File: src/rtl/onehot_splitter.sv
// Splits a captured word into one-hot words, lowest set bit first, one per output handshake.
// Define ONEHOT_SPLITTER_SEQ_EN to add out_seq, the ordinal of each word within its input word.
module onehot_splitter #(
  parameter int WIDTH = 8
) (
  input  logic             clk,
  input  logic             rst,
  input  logic             in_valid,
  output logic             in_ready,
  input  logic [WIDTH-1:0] in_data,
  output logic             out_valid,
  input  logic             out_ready,
  output logic [WIDTH-1:0] out_onehot,
  output logic             out_last,
`ifdef ONEHOT_SPLITTER_SEQ_EN
  output logic [$clog2(WIDTH)-1:0] out_seq,
`endif
  output logic             busy
);

  typedef enum logic {
    IDLE = 1'b0,
    EMIT = 1'b1
  } state_t;

  state_t           state;
  logic [WIDTH-1:0] mask;
  logic [WIDTH-1:0] mask_less;
  logic [WIDTH-1:0] mask_rest;
  logic             is_last;

`ifdef ONEHOT_SPLITTER_SEQ_EN
  localparam int SEQW = $clog2(WIDTH);
  logic [SEQW-1:0] seq;
  assign out_seq = seq;
`endif

  // mask - 1 is only meaningful for a nonzero mask, which EMIT guarantees.
  assign mask_less = (mask != '0) ? (mask - WIDTH'(1)) : '0;
  assign mask_rest = mask & mask_less;
  assign is_last   = (mask_rest == '0);

  assign in_ready   = (state == IDLE) & ~rst;
  assign out_valid  = (state == EMIT);
  assign busy       = (state == EMIT);
  assign out_onehot = (state == EMIT) ? (mask & (~mask + WIDTH'(1))) : '0;
  assign out_last   = (state == EMIT) & is_last;

  // A zero word is accepted and dropped; the last handshake clears mask to zero on its own.
  always_ff @(posedge clk or posedge rst) begin
    if (rst) begin
      state <= IDLE;
      mask  <= '0;
`ifdef ONEHOT_SPLITTER_SEQ_EN
      seq   <= '0;
`endif
    end else begin
      case (state)
        IDLE: begin
          if (in_valid) begin
            if (in_data != '0) begin
              mask  <= in_data;
              state <= EMIT;
            end
`ifdef ONEHOT_SPLITTER_SEQ_EN
            seq <= '0;
`endif
          end
        end
        EMIT: begin
          if (out_ready) begin
            mask <= mask_rest;
            if (is_last) begin
              state <= IDLE;
            end else begin
`ifdef ONEHOT_SPLITTER_SEQ_EN
              seq <= seq + SEQW'(1);
`endif
            end
          end
        end
        default: begin
          state <= IDLE;
          mask  <= '0;
        end
      endcase
    end
  end

endmodule

File: config.mk
export PLATFORM = sky130hd
export DESIGN_NAME = onehot_splitter
export DESIGN_NICKNAME = d
export VERILOG_FILES = /design/src/rtl/onehot_splitter.sv
export SDC_FILE = /design/constraint.sdc
export NUM_CORES = 1
export LEC_CHECK = 0
export CAP_MARGIN = 20
export CORE_ASPECT_RATIO = 0.9
export CORE_MARGIN = 4
export CORE_UTILIZATION = 41
export DETAILED_ROUTE_END_ITERATION = 6
export GPL_TIMING_DRIVEN = 0
export PLACE_DENSITY = 0.76
export SETUP_SLACK_MARGIN = 0.02
export SLEW_MARGIN = 20
export SYNTH_ARGS = -nofsm -noshare
export SYNTH_HDL_FRONTEND = slang
export SYNTH_SLANG_ARGS = --single-unit
File: constraint.sdc
create_clock -name clk -period 2.4 [get_ports clk]
set_clock_uncertainty 0.2 [all_clocks]
set_input_delay 0.24 -clock clk [delete_from_list [all_inputs] [get_ports clk]]
set_output_delay 0.24 -clock clk [all_outputs]
set_load 0.05 [all_outputs]
==> flow_summary.yaml <==
critical_path:
  worst_path_largest_cell_delay_ns: 0.52
  critical-path-slowest-cell: "sky130_fd_sc_hd__or4_4"
  timing.critical_path.from: "mask[3]"
  worst-path-max-fanout: 6
  timing_worst_setup_path_type: "flip-flop to primary output"
  worst_ep_required_time_ns: 1.96
  timing.critical_path.cells: "or4_4, a2111o_1, o31ai_2, and3_4, buf_8"
  crit_path_end_kind: "primary output"
  cp_data_arrival_time_ns: 2.07
  endpoint: "out_last"
  setup.reg_to_reg.worst_slack_ns: 0.35
  startpoint_type: "flip-flop"
  rr_worst_depth: 4
  capturing_point_of_the_worst_reg2reg_path: "mask[7]"
  regToRegStartpoint: "mask[3]"
timing:
  finalHoldViolations: 0
  finalMaxSlewViolations: 0
  setup-violations-final: 1
  worst_hold_slack_ns: 0.0725
  worst_pin_slew_ns: 0.495
  fin_crit_sh_pct: 104
  slew_headroom_pct: 66.9
  maxClockFrequency_mhz: 399
  rsz0062_at_grt: "true"
  layout_min_cycle_time_ns: 2.51
  post-route-worst-setup-slack_ns: -0.106
pwr:
  register_share_of_total_power_pct: 21.9
  pleak_nw: 0.422
  vdd.ir_drop.worst_v: 0.000672
  cellInternalPower_mw: 0.712
  p_sw_mw: 0.745
  power_per_cell_area_nw_per_um2: 1570
  swShare_pct: 51.1
  combinational_cell_fraction_of_total_power_pct: 69.8
  clkPwrFrac_pct: 8.3
synth:
  ys_warnings: 0
  synth_area_leader_cell: "sky130_fd_sc_hd__dfrtp_1"
  synth_top_cell_area_share_pct: 37.3
  synth_top_cells_by_area: "sky130_fd_sc_hd__dfrtp_1 37%, sky130_fd_sc_hd__nand2_1 6.2%, sky130_fd_sc_hd__o21ai_0 5.0%, sky130_fd_sc_hd__nor2_1 4.3%, sky130_fd_sc_hd__and3_1 4.1%"
  avgSynthCellArea_um2: 8.76
  post_synthesis_register_bit_count: 9
  synth-seq-area-share_pct: 37.3
  ys_types: 29
  syn-cell-area_um2: 604
  syn-instance-count: 69
  syn-num-nets: 81
placed_design:
  io_buffer_count: 23
  hpwl_um: 1210
  placement_setup_slack_ns: -0.574
  finalWeightedCongestion: 0.769
global_route:
  grt-ovfl-total: 0
  global_route.usage.total_pct: 15.5
  grt.met3_usage_pct: 3.03
  busiest_grt_layer: "met2"
  grt_max_degree: 11
  number_of_global_route_vias_before_repair: 612
  global_route_wire_length_before_repair_um: 2670
  grt_antenna_before_repair: 0
  routing_usage_on_met2_pct: 25.5
  groute.layer.met1.usage_pct: 18.6
detailed_routing:
  routed_wl_um: 1660
  drt.antenna.violating_nets: 0
  vias_after_detailed_routing: 694
  detail_route.drc_violations: 0
  route.detailed.wl_per_inst_um: 14.5
  post_drt_via_cell_ratio: 6.03
  firstDrtPassIters: 4
  initialDrtViolationCount: 22
final_layout:
  n_antenna_cell: 0
  flow.area_growth_from_synthesis_pct: 53.2
  layout-drive-gt1-share_pct: 26.7
  final_nets: 114
clock_tree:
  library_cell_used_as_clock_root_buffer: "sky130_fd_sc_hd__clkbuf_4"
  cts.sink_count: 9
  tritoncts: "yes"
  clk_latency_ns: 0.27
  cts-root-to-sink-buffers: 2
  cts_inserted_buffers: 3
  ctsHtreeMaxLevel: 1
  holdBufCountCts: 0
  clk_pin_slew_worst_paths_ns: 0.06
outcome:
  failed_checks: "setup timing"
  status: "finished with violations"
flow_run:
  cap_viol_max_count: 0
min_path:
  holdCritPathClass: "input port to async pin"
floorplanning:
  placeableCoreArea_um2: 1310
  vertical_extent_of_the_die_um: 44.4
  die-width_um: 48.5
  io_pins: 24
  total_die_area_um2: 2150
  initial_core_util_pct: 46.3
  rows: 12
==> worst max-delay path, delay by kind of cell, from the launching register on <==
kind | cells | cell delay, ns
AO/OA/AOI/OAI | 2 | 0.48
buffers and inverters | 1 | 0.14
flip-flops | 1 | 0.44
AND/OR/NAND/NOR | 2 | 0.74
==> per-layer routing <==
metal  up-vias  part of all wire, %
met5         -                    0
met4         0                  1.6
met3         2                  8.8
met2        34                   46
met1       326                   43
li1        332                    -
==> worst min path at each step <==
stage	startpoint	endpoint	slack [ns]	depth (start not counted)
global placement	rst	busy	0.36	2
finish	rst	busy	0.07	2
floorplan	rst	busy	-0.13	1
global route	rst	busy	0.13	2
CTS	rst	busy	0.09	2
detailed placement	rst	busy	0.37	2
==> synthesized netlist by cell type <==
master / count
sky130_fd_sc_hd__and3_1: 4
sky130_fd_sc_hd__o311ai_0: 1
sky130_fd_sc_hd__o21a_1: 2
sky130_fd_sc_hd__o21ai_2: 1
sky130_fd_sc_hd__a22o_1: 2
sky130_fd_sc_hd__nor2_1: 7
sky130_fd_sc_hd__buf_4: 1
sky130_fd_sc_hd__or3_1: 1
sky130_fd_sc_hd__a41oi_1: 1
sky130_fd_sc_hd__or4_1: 2
sky130_fd_sc_hd__nor4_1: 1
sky130_fd_sc_hd__dfrtp_1: 9
sky130_fd_sc_hd__o31ai_1: 1
sky130_fd_sc_hd__inv_1: 1
sky130_fd_sc_hd__maj3_1: 1
sky130_fd_sc_hd__nand2_1: 10
sky130_fd_sc_hd__or4_4: 1
sky130_fd_sc_hd__a21oi_1: 1
sky130_fd_sc_hd__and4_1: 1
sky130_fd_sc_hd__nand3_1: 4
sky130_fd_sc_hd__clkbuf_1: 1
sky130_fd_sc_hd__o21ai_0: 6
sky130_fd_sc_hd__and2_2: 1
sky130_fd_sc_hd__or4_2: 1
sky130_fd_sc_hd__buf_6: 2
sky130_fd_sc_hd__and4b_1: 2
sky130_fd_sc_hd__a2111o_1: 1
sky130_fd_sc_hd__nor2b_1: 1
sky130_fd_sc_hd__a32o_1: 2
==> stage by stage <==
stage	util, %	cell area [um^2]	total power [mW]	TNS, ns	cells
detailed placement	65.3	853	1.21	-1.12	106
finish	70.9	926	1.46	-0.106	115
global route	70.9	926	1.54	-0.158	115
floorplan	-	606	0.953	0	69
global placement	65.3	853	1.20	-1.10	106
CTS	69.3	906	1.39	-0.231	112
==> registers in the layout, indices dropped and copies added, names as in the netlist <==
register / cells
busy: 1
mask: 8
==> timing repair <==
| action | in CTS | in global routing |
|---|---|---|
| pin swaps | 2 | 1 |
| setup endpoints to repair | 10 | 4 |
| cloned | 0 | 0 |
| resized for setup | 26 | 16 |
| setup buffers | 2 | 3 |
==> power groups by stage <==
stage          Combinational (mW)  Clock (mW)  Sequential (mW)
4_1_cts                     0.953       0.122            0.311
6_report                     1.02       0.121            0.320
3_5_place_dp                0.892           0            0.321
3_3_place_gp                0.887           0            0.315
5_1_grt                      1.08       0.128            0.333
2_1_floorplan               0.632           0            0.321
==> layout by cell type (no fill, tap or decap), types with 2 or more instances in the layout <==
cell                              count
sky130_fd_sc_hd__or4_1                2
sky130_fd_sc_hd__dlygate4sd2_1        3
sky130_fd_sc_hd__o21ai_0              6
sky130_fd_sc_hd__and4b_1              2
sky130_fd_sc_hd__nor2_1               7
sky130_fd_sc_hd__buf_4                7
sky130_fd_sc_hd__clkdlybuf4s50_1     13
sky130_fd_sc_hd__dfrtp_2              2
sky130_fd_sc_hd__clkbuf_2             3
sky130_fd_sc_hd__clkbuf_1             2
sky130_fd_sc_hd__nand2_1             10
sky130_fd_sc_hd__o21a_1               2
sky130_fd_sc_hd__and3_1               3
sky130_fd_sc_hd__clkbuf_4             4
sky130_fd_sc_hd__a32o_1               2
sky130_fd_sc_hd__nand3_1              4
sky130_fd_sc_hd__a22o_1               2
sky130_fd_sc_hd__buf_6                2
sky130_fd_sc_hd__dfrtp_1              7
==> cell type report <==
| class | count | area, um^2 |
|---|---|---|
| repair buffers | 28 | 250 |
| plain buffers | 4 | 33.8 |
| clock buffers | 4 | 26.3 |
| well taps | 14 | 17.5 |
| fillers | 104 | 380 |
| flip-flops and latches | 9 | 228 |
| multi-input cells | 55 | 367 |
| inverters | 1 | 3.75 |
==> kinds of logic after synthesis <==
logic type / after synthesis / synth area share (%)
flops: 9 / 37.3
compound gates: 18 / 21.9
buf+inv: 5 / 6.21
simple gates: 36 / 32.9
fa+ha+maj: 1 / 1.66
Power figures use the tool's default switching activity.
